<file path="config.mk">
export PLATFORM = sky130hd
export DESIGN_NAME = multicycle_controller
export DESIGN_NICKNAME = d
export VERILOG_FILES = /design/src/rtl/core_ctrl_pkg.sv /design/src/rtl/ctrl_opdecode.sv /design/src/rtl/multicycle_controller.sv
export SDC_FILE = /design/constraint.sdc
export NUM_CORES = 1
export LEC_CHECK = 0
export CAP_MARGIN = 5
export CORE_ASPECT_RATIO = 1.5
export CORE_MARGIN = 1.5
export CORE_UTILIZATION = 46
export CTS_CLUSTER_SIZE = 16
export DETAILED_ROUTE_END_ITERATION = 16
export DONT_BUFFER_PORTS = 1
export GPL_TIMING_DRIVEN = 0
export SLEW_MARGIN = 10
export SYNTH_ARGS = -nofsm -noshare
export SYNTH_HDL_FRONTEND = slang
export SYNTH_HIERARCHICAL = 1
export SYNTH_SLANG_ARGS = --single-unit
</file>
<file path="constraint.sdc">
create_clock -name clk -period 4.95 [get_ports clk]
set_input_delay 0.7425 -clock clk [delete_from_list [all_inputs] [get_ports clk]]
set_output_delay 0.7425 -clock clk [all_outputs]
set_load 0.01 [all_outputs]
</file>
<file path="src/rtl/core_ctrl_pkg.sv">
// Shared encodings for the multi-cycle MIPS-subset control path.
package core_ctrl_pkg;

    localparam int unsigned STATE_W = 3;
    localparam int unsigned ALU_W   = 4;
    localparam int unsigned BR_W    = 3;

    typedef enum logic [STATE_W-1:0] {
        IDLE   = 3'd0,
        FETCH  = 3'd1,
        DECODE = 3'd2,
        EXEC   = 3'd3,
        MEM    = 3'd4,
        WB     = 3'd5,
        ERR    = 3'd6
    } state_t;

    typedef enum logic [ALU_W-1:0] {
        ALU_ADD  = 4'd0,
        ALU_SUB  = 4'd1,
        ALU_ADDU = 4'd2,
        ALU_SUBU = 4'd3,
        ALU_AND  = 4'd4,
        ALU_OR   = 4'd5,
        ALU_SLL  = 4'd6,
        ALU_SRL  = 4'd7,
        ALU_SLT  = 4'd8
    } alu_ctrl_t;

    typedef enum logic [BR_W-1:0] {
        BR_EQ  = 3'd0,
        BR_NE  = 3'd1,
        BR_GT  = 3'd2,
        BR_GTE = 3'd3,
        BR_LT  = 3'd4,
        BR_LTE = 3'd5
    } br_cond_t;

    typedef enum logic [1:0] {
        PC_SEQ    = 2'd0,
        PC_BRANCH = 2'd1,
        PC_JUMP   = 2'd2,
        PC_REG    = 2'd3
    } pc_src_t;

    typedef enum logic [1:0] {
        DST_RT = 2'd0,
        DST_RD = 2'd1,
        DST_RA = 2'd2
    } reg_dst_t;

    typedef enum logic [1:0] {
        WB_ALU = 2'd0,
        WB_MEM = 2'd1,
        WB_PC4 = 2'd2
    } wb_sel_t;

    typedef enum logic [3:0] {
        CLS_RALU    = 4'd0,
        CLS_IALU    = 4'd1,
        CLS_LOAD    = 4'd2,
        CLS_STORE   = 4'd3,
        CLS_BRANCH  = 4'd4,
        CLS_J       = 4'd5,
        CLS_JAL     = 4'd6,
        CLS_JR      = 4'd7,
        CLS_ILLEGAL = 4'd8
    } instr_class_t;

    // Decoder result bundle handed from ctrl_opdecode to the FSM.
    typedef struct packed {
        instr_class_t cls;
        alu_ctrl_t    alu;
        br_cond_t     br;
        logic         illegal;
    } decode_t;

    // Primary opcodes
    localparam logic [5:0] OP_RTYPE = 6'd0;
    localparam logic [5:0] OP_J     = 6'd2;
    localparam logic [5:0] OP_JAL   = 6'd3;
    localparam logic [5:0] OP_BEQ   = 6'd4;
    localparam logic [5:0] OP_BNE   = 6'd5;
    localparam logic [5:0] OP_BGT   = 6'd7;
    localparam logic [5:0] OP_ADDI  = 6'd8;
    localparam logic [5:0] OP_ADDIU = 6'd9;
    localparam logic [5:0] OP_SLTI  = 6'd10;
    localparam logic [5:0] OP_ANDI  = 6'd12;
    localparam logic [5:0] OP_ORI   = 6'd13;
    localparam logic [5:0] OP_BLEQ  = 6'd21;
    localparam logic [5:0] OP_BGTE  = 6'd24;
    localparam logic [5:0] OP_BLE   = 6'd25;
    localparam logic [5:0] OP_LW    = 6'd35;
    localparam logic [5:0] OP_SW    = 6'd43;

    // R-type function codes
    localparam logic [5:0] FN_SLL  = 6'd0;
    localparam logic [5:0] FN_SRL  = 6'd2;
    localparam logic [5:0] FN_JR   = 6'd8;
    localparam logic [5:0] FN_ADD  = 6'd32;
    localparam logic [5:0] FN_ADDU = 6'd33;
    localparam logic [5:0] FN_SUB  = 6'd34;
    localparam logic [5:0] FN_SUBU = 6'd35;
    localparam logic [5:0] FN_AND  = 6'd36;
    localparam logic [5:0] FN_OR   = 6'd37;
    localparam logic [5:0] FN_SLT  = 6'd42;

endpackage

</file>
<file path="src/rtl/ctrl_opdecode.sv">
// Combinational opcode/func decoder: instruction class, ALU op, branch condition.
module ctrl_opdecode
    import core_ctrl_pkg::*;
(
    input  logic [5:0] opcode,
    input  logic [5:0] funct,
    output decode_t    dec
);

    instr_class_t cls;
    alu_ctrl_t    alu;
    br_cond_t     br;

    // Classify the instruction; anything not listed is illegal.
    always_comb begin
        cls = CLS_ILLEGAL;
        alu = ALU_ADD;
        br  = BR_EQ;
        case (opcode)
            OP_RTYPE: begin
                cls = CLS_RALU;
                case (funct)
                    FN_ADD:  alu = ALU_ADD;
                    FN_ADDU: alu = ALU_ADDU;
                    FN_SUB:  alu = ALU_SUB;
                    FN_SUBU: alu = ALU_SUBU;
                    FN_AND:  alu = ALU_AND;
                    FN_OR:   alu = ALU_OR;
                    FN_SLL:  alu = ALU_SLL;
                    FN_SRL:  alu = ALU_SRL;
                    FN_SLT:  alu = ALU_SLT;
                    FN_JR:   cls = CLS_JR;
                    default: cls = CLS_ILLEGAL;
                endcase
            end
            OP_J:     cls = CLS_J;
            OP_JAL:   cls = CLS_JAL;
            OP_ADDI:  begin cls = CLS_IALU; alu = ALU_ADD;  end
            OP_ADDIU: begin cls = CLS_IALU; alu = ALU_ADDU; end
            OP_ANDI:  begin cls = CLS_IALU; alu = ALU_AND;  end
            OP_ORI:   begin cls = CLS_IALU; alu = ALU_OR;   end
            OP_SLTI:  begin cls = CLS_IALU; alu = ALU_SLT;  end
            OP_LW:    begin cls = CLS_LOAD;  alu = ALU_ADD; end
            OP_SW:    begin cls = CLS_STORE; alu = ALU_ADD; end
            OP_BEQ:   begin cls = CLS_BRANCH; alu = ALU_SUB; br = BR_EQ;  end
            OP_BNE:   begin cls = CLS_BRANCH; alu = ALU_SUB; br = BR_NE;  end
            OP_BGT:   begin cls = CLS_BRANCH; alu = ALU_SUB; br = BR_GT;  end
            OP_BGTE:  begin cls = CLS_BRANCH; alu = ALU_SUB; br = BR_GTE; end
            OP_BLE:   begin cls = CLS_BRANCH; alu = ALU_SUB; br = BR_LT;  end
            OP_BLEQ:  begin cls = CLS_BRANCH; alu = ALU_SUB; br = BR_LTE; end
            default:  cls = CLS_ILLEGAL;
        endcase
    end

    // Pack the decode result.
    always_comb begin
        dec.cls     = cls;
        dec.alu     = alu;
        dec.br      = br;
        dec.illegal = (cls == CLS_ILLEGAL);
    end

endmodule

</file>
<file path="src/rtl/multicycle_controller.sv">
// Multi-cycle control FSM for the MIPS-subset core: sequences each instruction
// and drives all datapath strobes; memory waits are bounded by MEM_TIMEOUT.
module multicycle_controller
    import core_ctrl_pkg::*;
#(
    parameter int unsigned MEM_TIMEOUT = 15
) (
    input  logic        clk,
    input  logic        rst_n,
    input  logic        run,
    input  logic [31:0] instr,
    input  logic        mem_ready,
    input  logic        cond_true,
    output logic        pc_write,
    output logic [1:0]  pc_src,
    output logic        ir_write,
    output logic        mem_req,
    output logic        mem_we,
    output logic        iord,
    output logic        reg_write,
    output logic [1:0]  reg_dst,
    output logic [1:0]  wb_sel,
    output logic [3:0]  alu_ctrl,
    output logic        alu_src_b,
    output logic [2:0]  br_cond,
    output logic [2:0]  state,
    output logic        busy,
    output logic        retired,
    output logic        err
);

    localparam int unsigned CNT_W = $clog2(MEM_TIMEOUT + 1);

    state_t           state_q;
    state_t           state_d;
    logic             err_q;
    logic [CNT_W-1:0] cnt_q;
    logic             timeout_c;
    decode_t          dec;

    // Register-field bits are datapath-only.
    logic unused_instr;
    assign unused_instr = ^instr[25:6];

    ctrl_opdecode u_opdecode (
        .opcode (instr[31:26]),
        .funct  (instr[5:0]),
        .dec    (dec)
    );

    // Last permitted wait cycle with memory still not ready.
    assign timeout_c = (cnt_q == CNT_W'(MEM_TIMEOUT - 1)) && !mem_ready;

    // Next state and strobes from (state, IR decode, mem_ready, cond_true).
    always_comb begin
        state_d   = state_q;
        pc_write  = 1'b0;
        pc_src    = PC_SEQ;
        ir_write  = 1'b0;
        mem_req   = 1'b0;
        mem_we    = 1'b0;
        iord      = 1'b0;
        reg_write = 1'b0;
        reg_dst   = DST_RT;
        wb_sel    = WB_ALU;
        alu_ctrl  = ALU_ADD;
        alu_src_b = 1'b0;
        br_cond   = BR_EQ;
        retired   = 1'b0;

        case (state_q)
            IDLE: begin
                if (run) state_d = FETCH;
            end
            FETCH: begin
                if (mem_ready) begin
                    mem_req  = 1'b1;
                    ir_write = 1'b1;
                    pc_write = 1'b1;
                    pc_src   = PC_SEQ;
                    state_d  = DECODE;
                end else if (timeout_c) begin
                    state_d = ERR;
                end else begin
                    mem_req = 1'b1;
                end
            end
            DECODE: begin
                if (dec.illegal) begin
                    state_d = ERR;
                end else begin
                    case (dec.cls)
                        CLS_J: begin
                            pc_write = 1'b1;
                            pc_src   = PC_JUMP;
                            retired  = 1'b1;
                        end
                        CLS_JAL: begin
                            pc_write  = 1'b1;
                            pc_src    = PC_JUMP;
                            reg_write = 1'b1;
                            reg_dst   = DST_RA;
                            wb_sel    = WB_PC4;
                            retired   = 1'b1;
                        end
                        CLS_JR: begin
                            pc_write = 1'b1;
                            pc_src   = PC_REG;
                            retired  = 1'b1;
                        end
                        default: state_d = EXEC;
                    endcase
                end
            end
            EXEC: begin
                alu_ctrl = dec.alu;
                case (dec.cls)
                    CLS_RALU: begin
                        alu_src_b = 1'b0;
                        state_d   = WB;
                    end
                    CLS_IALU: begin
                        alu_src_b = 1'b1;
                        state_d   = WB;
                    end
                    CLS_LOAD, CLS_STORE: begin
                        alu_ctrl  = ALU_ADD;
                        alu_src_b = 1'b1;
                        state_d   = MEM;
                    end
                    CLS_BRANCH: begin
                        br_cond  = dec.br;
                        pc_write = cond_true;
                        pc_src   = PC_BRANCH;
                        retired  = 1'b1;
                    end
                    default: state_d = ERR;
                endcase
            end
            MEM: begin
                if (mem_ready) begin
                    mem_req = 1'b1;
                    iord    = 1'b1;
                    mem_we  = (dec.cls == CLS_STORE);
                    if (dec.cls == CLS_STORE) retired = 1'b1;
                    else                      state_d = WB;
                end else if (timeout_c) begin
                    state_d = ERR;
                end else begin
                    mem_req = 1'b1;
                    iord    = 1'b1;
                    mem_we  = (dec.cls == CLS_STORE);
                end
            end
            WB: begin
                reg_write = 1'b1;
                reg_dst   = (dec.cls == CLS_RALU) ? DST_RD : DST_RT;
                wb_sel    = (dec.cls == CLS_LOAD) ? WB_MEM : WB_ALU;
                retired   = 1'b1;
            end
            ERR: state_d = ERR;
            default: state_d = IDLE;
        endcase

        if (retired) state_d = run ? FETCH : IDLE;
    end

    // State, sticky error and memory-wait counter.
    always_ff @(posedge clk or negedge rst_n) begin
        if (!rst_n) begin
            state_q <= IDLE;
            err_q   <= 1'b0;
            cnt_q   <= '0;
        end else begin
            state_q <= state_d;
            err_q   <= err_q | (state_d == ERR);
            if (state_d != state_q)
                cnt_q <= '0;
            else if (((state_q == FETCH) || (state_q == MEM)) && !mem_ready)
                cnt_q <= cnt_q + CNT_W'(1);
        end
    end

    assign state = state_q;
    assign busy  = (state_q != IDLE) && (state_q != ERR);
    assign err   = err_q;

endmodule

</file>
## Word level (Yosys, flattened, before mapping)

Cells that the tools add are included.

- Input port bits: 37
- Word-level logic and storage cells: 121
- Memory bits (writable): 0
- Flip-flop bits (word level): 8
- Bits in latches: 0
- Output and inout bits: 26
- Memories: 0
- Bits in read-only memories: 0

- Add/subtract/negate cells: 1
- Equality and inequality tests: 42
- Shift operators: 0
- Magnitude comparators: 0
- Muxes and demuxes: 54
- $mul: 0
- Bitwise logic cells: 1
- Div/mod/pow operators: 0
- Reduce and logical (&&, ||, !) cells: 20

Operators by type and width:

| kind | count |
|---|---|
| $eq 6x6->1 const B | 9 |
| $eq 6x4->1 const B | 6 |
| $pmux 4 s8 | 1 |
| $mux 3 | 10 |
| $pmux 4 s7 | 1 |
| $pmux 4 s6 | 1 |
| $mux 1 | 23 |
| $pmux 3 s7 | 1 |
| $eq 6x2->1 const B | 3 |
| $eq 6x3->1 const B | 3 |
| $eq 6x5->1 const B | 3 |
| $eq 4x3->1 const B | 4 |
| $mux 4 | 4 |
| $pmux 2 s2 | 4 |
| $pmux 3 s5 | 1 |
| $eq 3x3->1 const B | 4 |
| $logic_not 6->1 | 2 |
| $pmux 3 s3 | 1 |
| $reduce_or 9->1 | 1 |
| $eq 4x2->1 const B | 2 |
| $eq 4x4->1 const B | 2 |
| $pmux 4 s2 | 1 |
| $reduce_or 2->1 | 4 |
| $eq 3x2->1 const B | 2 |
| 20 further kinds | 25 |

## Logic depth before layout (Yosys ltp)

- Depth in word-level cells: 12
- Gate-level depth with buffers: 12
- Mapped depth without buffers: 10

## Modules after synthesis

The synthesis kept the hierarchy.

Modules (own cells, without submodules):

| module | cells an instance | instances | area an instance (µm²) |
|---|---|---|---|
| multicycle_controller | 119 | 1 | 918.4 |
| ctrl_opdecode | 84 | 1 | 499.2 |

## Worst setup path after synthesis

No wires, ideal clock.

- Kind: in2out
- Start: input instr[2]
- End: output pc_write
- Setup slack: 610 ps
- Arrival time: 3597 ps
- Cell stages on the path: 9
- Path through: buf_6 > or4b_4 > or4_1 > a2111o_1 > a31oi_1 > or4b_2 > nor2_1 > a21oi_1 > o21bai_1

RTL lines:

| item | RTL line | RTL |
|---|---|---|
| from (decl) | multicycle_controller.sv:11 | `input logic [31:0] instr,` |
| to (decl) | multicycle_controller.sv:14 | `output logic pc_write,` |

==> metrics.md <==
| Metric | Value |
|---|---|
| Final Skew | `0.2915 ps` |
| Nets | `248` |
| Most common cell after layout, fill and taps aside | `nand2_1` |
| Crit Path Max Fanout | `8` |
| Number of detailed-route iterations in the first pass | `4` |
| Longest Clk Path Bufs | `2` |
| Top cells by area, synth | `dfrtp_1, nand2_1, nor3_1` |
| WL met3 | `174 um` |
| Slew Limit Fails | `0` |
| Top_reg_cell synth | `dfrtp_1` |
| Root buf cell | `clkbuf_8` |
| Syn_area_per_cell | `6.983 um^2` |
| Num CTS Buffers | `3` |
| Min Tclk post-route | `4659 ps` |
| DIE HEIGHT | `70.99 um` |
| DR iter-0 viols | `69` |
| Area growth syn-to-layout | `6.355%` |
| # clock sinks | `8` |
| Number of core rows | `24` |
| Sequential-to-total area share from yosys stat | `14.12%` |
| Fraction of layout cells with a size suffix above 1 | `7.282%` |
| Placed Area | `0.001466 mm^2` |
| Final period utilization | `94.12%` |
| Port Buffer Count | `0` |
| Status | `completed` |
| Worst Path Arrival | `3920 ps` |
| Post-Syn Instances | `203` |
| P_leak | `0.5551 nW` |
| Post-Route WL | `3836 um` |
| RSZ-0062 raised after global routing | `no` |
| Synth top area share | `14.12%` |
| # IOs | `63` |
| Vias per cell | `6.192` |
| Top Metal Used | `met4` |
| Antenna violations before repair | `0` |
| WP data required | `4210 ps` |
| Total GRT Usage | `23.42%` |
| Pin count of the biggest net entering global routing | `11` |
| Vias in the first global route | `1,507` |
| Setup TNS | `0 ps` |
| Finish-stage setup viols | `0` |
| Via count | `1,517` |
| WL/cell | `15.66 um` |
| Global route overflow | `0` |
| WL met1 | `1660 um` |
| Yosys warnings | `6` |
| Met2 wire length | `1958 um` |
| Cts repair resizes | `0` |
| First-pass GRT wire length | `6699 um` |
| Netlist cell types | `62` |
| Hold Crit Class | `input pin to async pin` |
| Clock-pin slew on the worst setup and hold paths | `40 ps` |
| Crit end category | `output port` |
| Synth Register Bits | `8` |
| Ys async rst share | `100.0%` |
| CTS Hold Buffers Added | `0` |
| EDFF count, synth | `0` |
| Synth Cell Area | `0.001418 mm^2` |
| Worst-Margin Slew | `653.9 ps` |
| Power Dens Cells | `357.9 mW/mm^2` |
| CTS tree | `built` |
| Final instance area | `0.001508 mm^2` |
| Remaining DRCs | `0` |
| Core box area | `0.002913 mm^2` |
| Worst Setup Start Kind | `input pin` |
| Hold Fails Final Rpt | `0` |
| Net count after synthesis | `243` |
| Antenna Diode Count | `0` |
| Setup Buffers After CTS | `0` |
| Design Power | `0.0005396 W` |
| Post-DRT Antenna Nets | `0` |
| Crit Path Class | `input pin to output port` |
| Die area | `0.003431 mm^2` |
| RD Place Congestion | `0.9529` |
| Maxcap violations | `0` |
| Most frequent cells in the layout | `nand2_1, nor2_1, nor3_1` |
| Max-Slew Margin vs Limit | `56.01%` |
| Worst vdd ir | `0.3153 mV` |
| H-tree depth | `1` |
| Initial Utilization | `48.67%` |
| Final HPWL DP | `2973 um` |
| Max Fclk | `214.6 MHz` |
| Area leader, netlist | `dfrtp_1` |
| Die extent in x | `48.33 um` |
| Worst skew pair latency | `220 ps` |
[routing by layer]
layer / GRT usage (%) / up-vias
met5: 0 / -
met4: 9.524 / 0
met3: 2.954 / 4
met2: 41.98 / 43
met1: 28.16 / 713
li1: - / 757
[power breakdown]
| part | switching (W) | internal, W | total (W) |
|---|---|---|---|
| registers | 0.0000309 | 0.0000804 | 0.000111 |
| logic | 0.000218 | 0.000136 | 0.000354 |
| clock network | 0.0000216 | 0.0000523 | 0.0000739 |
[synth_stat cells (all sizes together), types with 3 or more instances]
cell / number
a21oi: 10
a31oi: 3
and2: 9
buf: 5
clkbuf: 11
dfrtp: 8
ha: 3
inv: 8
mux2i: 3
nand2: 22
nand2b: 6
nor2: 17
nor2b: 7
nor3: 14
nor3b: 3
nor4: 5
o21ai: 11
o21bai: 3
or3: 4
or4: 4
[metrics by stage]
step,cells,hold slack (ps),setup slack (ps),utilization (%)
3_5_place_dp,242,447.1,268.6,50.34
4_1_cts,245,208.8,312.8,51.76
2_1_floorplan,203,446.9,610.3,-
5_1_grt,245,203.7,180.4,51.76
6_report,245,216.2,291.1,51.76
3_3_place_gp,242,447.1,286.0,50.34
[registers in the layout, summed over array words and instances, names as in the netlist]
name,flops
state,3
cnt_q,4
err,1
[final timing paths]
check	start	depth (start not counted)	end	slack (ps)
worst max-delay path	instr[2]	9	pc_write	290
worst min-delay path	rst_n	0	cnt_q[3]$_DFFE_PN0P_	220
worst max register to register	state[2]$_DFF_PN0_	6	cnt_q[3]$_DFFE_PN0P_	2430
worst min register to register	err$_DFF_PN0_	1	err$_DFF_PN0_	550
max in group asynchronous	rst_n	0	cnt_q[1]$_DFFE_PN0P_	4670
min in group clk	err$_DFF_PN0_	1	err$_DFF_PN0_	550
[cells by family (layout without fill, tap and decap cells)]
kind of cell / count (synthesis) / in the layout / synth area share, %
AND/OR/NAND/NOR: 109 / 109 / 43.60
AO/OA/AOI/OAI: 51 / 51 / 27.01
buffers and inverters: 24 / 27 / 7.326
flip-flops: 8 / 8 / 14.12
adder cells (fa/ha/maj): 4 / 4 / 3.354
XOR/XNOR: 4 / 4 / 2.472
multiplexers: 3 / 3 / 2.118
[cell type report]
| type | count | area [um^2] |
|---|---|---|
| Buffer | 16 | 73.82 |
| Clock buffer | 3 | 41.29 |
| Fill cell | 309 | 1405 |
| Inverter | 8 | 30.03 |
| Multi-Input combinational cell | 171 | 1114 |
| Sequential cell | 8 | 200.2 |
| Tap cell | 39 | 48.80 |
[critical path: stages]
cell and delay (ps):
buf_6 110, or4b_4 510, or4_1 460, a2111o_1 430, a31oi_1 470, or4b_2 650, nor2_1 200, a21oi_1 90
o21bai_1 240
Note: power is estimated with default switching activity, not from simulation.
